[src/rtl/vram_access_arbiter.sv]
// Single-port tile-map RAM arbiter: VGA scan-out owns active p_tick cycles, requesters share the rest round-robin.
// Optional macro VRAM_ARB_BLANK_ONLY_WR_EN restricts writes to blanking (display_on=0).
module vram_access_arbiter #(
    parameter int DATA_W     = 8,
    parameter int ADDR_W     = 12,
    parameter int NREQ       = 4,
    parameter int TILE_SHIFT = 4,
    parameter int MAP_COLS   = 40
) (
    input  logic                     clk,
    input  logic                     reset,
    input  logic                     p_tick,
    input  logic                     display_on,
    input  logic [9:0]               x,
    input  logic [9:0]               y,
    input  logic [NREQ-1:0]          req,
    input  logic [NREQ-1:0]          req_we,
    input  logic [NREQ*ADDR_W-1:0]   req_addr,
    input  logic [NREQ*DATA_W-1:0]   req_wdata,
    output logic [NREQ-1:0]          gnt,
    output logic [NREQ-1:0]          rvalid,
    output logic [DATA_W-1:0]        rdata,
    output logic [DATA_W-1:0]        pix_tile,
    output logic                     pix_valid,
    output logic                     mem_en,
    output logic                     mem_we,
    output logic [ADDR_W-1:0]        mem_addr,
    output logic [DATA_W-1:0]        mem_wdata,
    input  logic [DATA_W-1:0]        mem_rdata
);

    localparam int PTR_W = (NREQ > 1) ? $clog2(NREQ) : 1;

    typedef enum logic {
        S_IDLE,
        S_RUN
    } state_t;

    state_t            r_state;
    logic [PTR_W-1:0]  r_rr_ptr;
    logic [NREQ-1:0]   r_rvalid;
    logic              r_pix_valid;
    logic [DATA_W-1:0] r_rdata;
    logic [DATA_W-1:0] r_pix_tile;

    logic              w_run;
    logic              w_disp_slot;
    logic              w_free_slot;
    logic              w_hit;
    logic [NREQ-1:0]   w_elig;
    logic [PTR_W-1:0]  w_win;
    int unsigned       w_idx;
    logic [ADDR_W-1:0] w_disp_addr;

    assign w_run       = (r_state == S_RUN);
    assign w_disp_slot = w_run & p_tick & display_on;
    assign w_free_slot = w_run & ~(p_tick & display_on);
    assign w_disp_addr = ADDR_W'(((32'(y) >> TILE_SHIFT) * MAP_COLS) + (32'(x) >> TILE_SHIFT));

    always_comb begin
`ifdef VRAM_ARB_BLANK_ONLY_WR_EN
        // Writes during active video are invisible to the search, so rr_ptr never parks on them.
        w_elig = req & ~(req_we & {NREQ{display_on}});
`else
        w_elig = req;
`endif
    end

    always_comb begin
        w_hit = 1'b0;
        w_win = '0;
        w_idx = 0;
        for (int unsigned k = 0; k < NREQ; k++) begin
            w_idx = (32'(r_rr_ptr) + k) % unsigned'(NREQ);
            if (!w_hit && w_elig[PTR_W'(w_idx)]) begin
                w_hit = 1'b1;
                w_win = PTR_W'(w_idx);
            end
        end
    end

    always_comb begin
        gnt       = '0;
        mem_en    = 1'b0;
        mem_we    = 1'b0;
        mem_addr  = '0;
        mem_wdata = '0;
        if (w_disp_slot) begin
            mem_en   = 1'b1;
            mem_addr = w_disp_addr;
        end else if (w_free_slot && w_hit) begin
            gnt[w_win] = 1'b1;
            mem_en     = 1'b1;
            mem_we     = req_we[w_win];
            mem_addr   = req_addr[w_win*ADDR_W +: ADDR_W];
            mem_wdata  = req_wdata[w_win*DATA_W +: DATA_W];
        end
    end

    always_ff @(posedge clk) begin
        if (reset) begin
            r_state     <= S_IDLE;
            r_rr_ptr    <= '0;
            r_rvalid    <= '0;
            r_pix_valid <= 1'b0;
            r_rdata     <= '0;
            r_pix_tile  <= '0;
        end else begin
            r_rvalid    <= gnt & ~req_we;
            r_pix_valid <= w_disp_slot;
            if (|r_rvalid) begin
                r_rdata <= mem_rdata;
            end
            if (r_pix_valid) begin
                r_pix_tile <= mem_rdata;
            end
            case (r_state)
                S_IDLE: begin
                    if (p_tick) begin
                        r_state <= S_RUN;
                    end
                end
                S_RUN: begin
                    if (w_free_slot && w_hit) begin
                        r_rr_ptr <= (w_win == PTR_W'(NREQ - 1)) ? '0 : w_win + 1'b1;
                    end
                end
                default: r_state <= S_IDLE;
            endcase
        end
    end

    // RAM data arrives one cycle after the access; present it live on the valid cycle, hold it afterwards.
    assign rvalid    = r_rvalid;
    assign pix_valid = r_pix_valid;
    assign rdata     = (|r_rvalid) ? mem_rdata : r_rdata;
    assign pix_tile  = r_pix_valid ? mem_rdata : r_pix_tile;

endmodule

[config.mk]
export PLATFORM = sky130hd
export DESIGN_NAME = vram_access_arbiter
export DESIGN_NICKNAME = d
export VERILOG_FILES = /design/src/rtl/vram_access_arbiter.sv
export SDC_FILE = /design/constraint.sdc
export NUM_CORES = 1
export LEC_CHECK = 0
export BUFFER_PORTS_ARGS = -buffer_cell sky130_fd_sc_hd__buf_2
export CORE_UTILIZATION = 45
export CTS_CLUSTER_DIAMETER = 50
export DETAILED_ROUTE_END_ITERATION = 7
export PLACE_DENSITY = 0.87
export SLEW_MARGIN = 20
export SYNTH_ARGS = -nofsm -noshare
export SYNTH_HDL_FRONTEND = slang
export SYNTH_SLANG_ARGS = --single-unit
[constraint.sdc]
create_clock -name clk -period 5.15 [get_ports clk]
set_input_delay 0.7725 -clock clk [delete_from_list [all_inputs] [get_ports clk]]
set_output_delay 0.7725 -clock clk [all_outputs]
set_load 0.01 [all_outputs]
# Word-level counts from Yosys, hierarchy flattened
# Index checks and enable logic that the tools add are counted.
[word_totals]
input_bits = 120
reg_bits = 24
[classes]
mux = 35
addsub = 5
magnitude_cmp = 6
shifts = 2
n_bitwise = 7
eq_ne = 1
mul = 2
n_reduce_logical = 10
[ops]
columns = ["operator", "count"]
rows = [
  ["$shiftx 48x7->12", 1],
  ["$mux 8", 4],
  ["$shiftx 32x6->8", 1],
  ["$mux 12", 2],
  ["$mux 1", 16],
  ["$lt 2x3->1 const B", 5],
  ["$add 12x6->12", 1],
  ["$bmux 1 s2", 5],
  ["$mux 2", 5],
  ["$mul 6x3->9 const B", 1],
  ["$mux 4", 2],
  ["$logic_and 1x1->1", 5],
  ["$add 2x1->2 const B", 2],
  ["$add 2x2->2 const B", 2],
  ["$and 1x1->1", 4],
  ["$and 4x4->4", 1],
  ["$mul 2x2->4 const B", 1],
  ["$not 4->4", 1],
  ["$reduce_or 4->1", 1],
  ["$logic_not 1->1", 3],
  ["$demux 1 s2", 1],
  ["$eq 2x2->1 const B", 1],
  ["$ge 2x1->1 const B", 1],
  ["$reduce_and 2->1", 1],
  ["$not 1->1", 1],
]

# Depth between registers and ports, before layout
[depth]
ltp_word = 19
mapped_depth = 8
mapped_depth_nobuf = 8

# Worst setup path after synthesis
# No wires, ideal clock.
[synth_timing]
path_type = "input to output"
from = "input port y[5]"
to = "output port mem_addr[10]"
n_path_buf = 0
setup_slack_ns = 1.854
arrival_ns = 2.524
required_time_ns = 4.378
path_stages = 8
path_cell_list = "ha_1 > ha_1 > fa_1 > a21o_1 > a21oi_1 > xor2_1 > xnor2_1 > o211ai_1"
[synth_between]
elab_chain_cells = 3
[synth_lines]
columns = ["element", "line", "text"]
rows = [
  ["start: declaration", "15", "input logic [9:0] y,"],
  ["$mul 6x3->9", "58", "assign w_disp_addr = ADDR_W'(((32'(y) >> TILE_SHIFT) * MAP_COLS) + (32'(x) >> TILE_SHIFT));"],
  ["$add 12x6->12", "58", ""],
  ["$mux 12", "88", "if (w_disp_slot) begin"],
  ["end: declaration", "27", "output logic [ADDR_W-1:0] mem_addr,"],
]
# Every way passes these cells.

# Worst setup path in the final report
# Ends and elaborated chain as after synthesis.

==> summary.txt <==
Outcome = finished, final reports clean
FMAX = 265 MHz
Post-DP HPWL = 5480 um
GR Overflow Total = 0
Hold Crit Class = flop to flop
EDFF count, synth = 0
Largest net degree at the start of global routing = 33
DR vias/cell = 5.53
H-tree levels = 1
Setup TNS = 0 ps
Sinks on Clock Net = 24
WHS Path Cells = 2
Post-CTS Hold Buffers = 0
Placer Congestion = 0.958
Slew HR = 36.8%
Drt wl/cell = 14.5 um
Final Net Count = 564
Hold Vio Cnt, Final = 0
TritonCTS buffer count = 3
Final core occ = 63.4%
CTS tree = yes
Critical path startpoint category = input port
Worst slew pin tran = 940 ps
Die Wd = 74.6 um
Drt drc = 0
Syn_nets = 420
Top-count cell post-synth = nand2_1
Max IR drop VDD = 0.104 mV
Synth Flop Type = dfxtp_1
Diodes inserted = 0
Hold endpoint = r_rr_ptr[0]
Final setup fails = 0
Sequential element share of the synthesized area = 20.3%
Ys Warns = 0
Post-Syn Area = 2370 um^2
Reg2Reg Depth = 6
Number of gates resized after CTS = 0
Kind of critical path = input port to output pin
TritonRoute pass-1 iters = 4
Clock Pin Slew Worst Setup and Hold Paths = 80 ps
Critical Path AT = 2990 ps
Share of the synthesized area in the top cell type = 20.3%
Core Region = 5070 um^2
Total Routed Length = 7180 um
Row count = 26
Fin. max-slew vios = 0
Tot GR Track Use = 24.9%
Fraction of layout cells with a size suffix above 1 = 46.0%
Initial DRC Count = 139
PwrDens = 197 nW/um^2
Data required time of the worst path = 4380 ps
# IOs = 167
Post-Synthesis Cells = 283
Die Ht = 74.6 um
Crit path max fanout = 3
Root Buffer = clkbuf_8
Netlist cell types = 45
Leak pwr = 0.00162 uW
Reg2reg start = r_rr_ptr[0]
Area contributors post-synth = dfxtp_1 (20%), a211oi_1 (8.6%), ha_1 (7.9%)
Power Total = 632 uW
Final worst-path cycle share = 73.2%
Area Overhead vs Synth = 35.7%
Initial antenna violation count = 0
Via count = 2745
R2R Path End = rvalid[2]
Largest area contributor in the netlist = dfxtp_1
RSZ-0062 raised after global routing = false
Initial core utilization = 46.7%
First-pass GRT wire length = 10900 um
Worst skew pair latency = 260 ps
Max clock buf depth = 2
Register bit count reported by yosys = 24
Commonest cells post-synth = nand2_1 (35), a211oi_1 (27), dfxtp_1 (24), and3_1 (23), nor2b_1 (20)
DIE AREA = 5560 um^2
Async S/R FF share, synth = 0%
Syn avg cell area = 8.37 um^2
CP Capture Type = output pin
Vias in the first global route = 2460
Setup slack, reg-to-reg = 2950 ps
Clk_skew = 4.03 ps
Hold path start = r_rr_ptr[0]
Final min period = 3770 ps
I/O Buffers = 158
Post-CTS Setup Bufs = 0
Post-DRT Antenna Nets = 0
Max-cap check violation count = 0
cells by family after synthesis:
group                    synth area share (%)
flip-flops                               20.3
buffers and inverters                    5.65
AND/OR/NAND/NOR                          25.6
multiplexers                             7.60
AO/OA/AOI/OAI                            28.7
XOR/XNOR                                 2.59
adder cells (fa/ha/maj)                  9.61
registers in the layout, indices dropped and copies added, names as in the netlist:
name and flops:
r_pix_tile 8, r_rdata 8, rvalid 4, r_rr_ptr 2, pix_valid 1, r_state 1
cell usage in the layout, fill, tap and decap left out, types with 9 or more instances in the layout:
master,netlist,layout
buf_2,5,158
a311oi_1,9,9
a211oi_1,27,27
dfxtp_1,24,24
nor2b_1,20,20
nand2_1,35,35
a21boi_0,11,11
mux2_2,16,16
and3_1,23,23
ha_1,15,15
per-layer routing:
metal,global-route usage (%),share of wire [%]
met4,6.50,0.68
met1,31.2,41
met2,44.0,51
met5,0,0
met3,4.07,7.5
per-stage QoR:
step | area (um^2) | worst slack [ps] | hold slack (ps) | cells
floorplan | 2370 | 1850 | 464 | 283
global placement | 3140 | 1430 | 484 | 492
detailed placement | 3140 | 1400 | 509 | 492
CTS | 3220 | 1400 | 521 | 496
global route | 3220 | 1300 | 551 | 496
finish | 3220 | 1380 | 531 | 496
worst max-delay path by stage:
stage | from | slack (ps) | cells after the start | endpoint
5_1_grt | y[5] | 1300 | 10 | mem_addr[11]
6_report | y[5] | 1380 | 10 | mem_addr[10]
3_3_place_gp | y[5] | 1430 | 10 | mem_addr[10]
4_1_cts | y[5] | 1400 | 10 | mem_addr[10]
2_1_floorplan | y[5] | 1850 | 8 | mem_addr[10]
3_5_place_dp | y[5] | 1400 | 10 | mem_addr[10]
power breakdown:
part / internal, uW / total [uW] / switching [uW]
clock network: 104 / 162 / 57.8
registers: 191 / 195 / 3.95
logic: 124 / 276 / 151
total: 419 / 632 / 213
critical path, stage by stage:
cell      delay [ps]
buf_2            130
ha_1             290
ha_1             230
fa_1             420
a21o_1           200
a21oi_1          190
xor2_1           240
xnor2_1           90
o211ai_1         250
buf_2            190
layout make-up:
| type | count | area [um^2] |
|---|---|---|
| sequential | 24 | 480 |
| tap | 70 | 87.6 |
| clock buffer | 3 | 41.3 |
| fill | 453 | 1860 |
| multi-input combinational | 234 | 1760 |
| timing repair buffer | 160 | 806 |
| clock inverter | 1 | 30.0 |
| inverter | 4 | 15.0 |
Power figures use the tool's default switching activity.
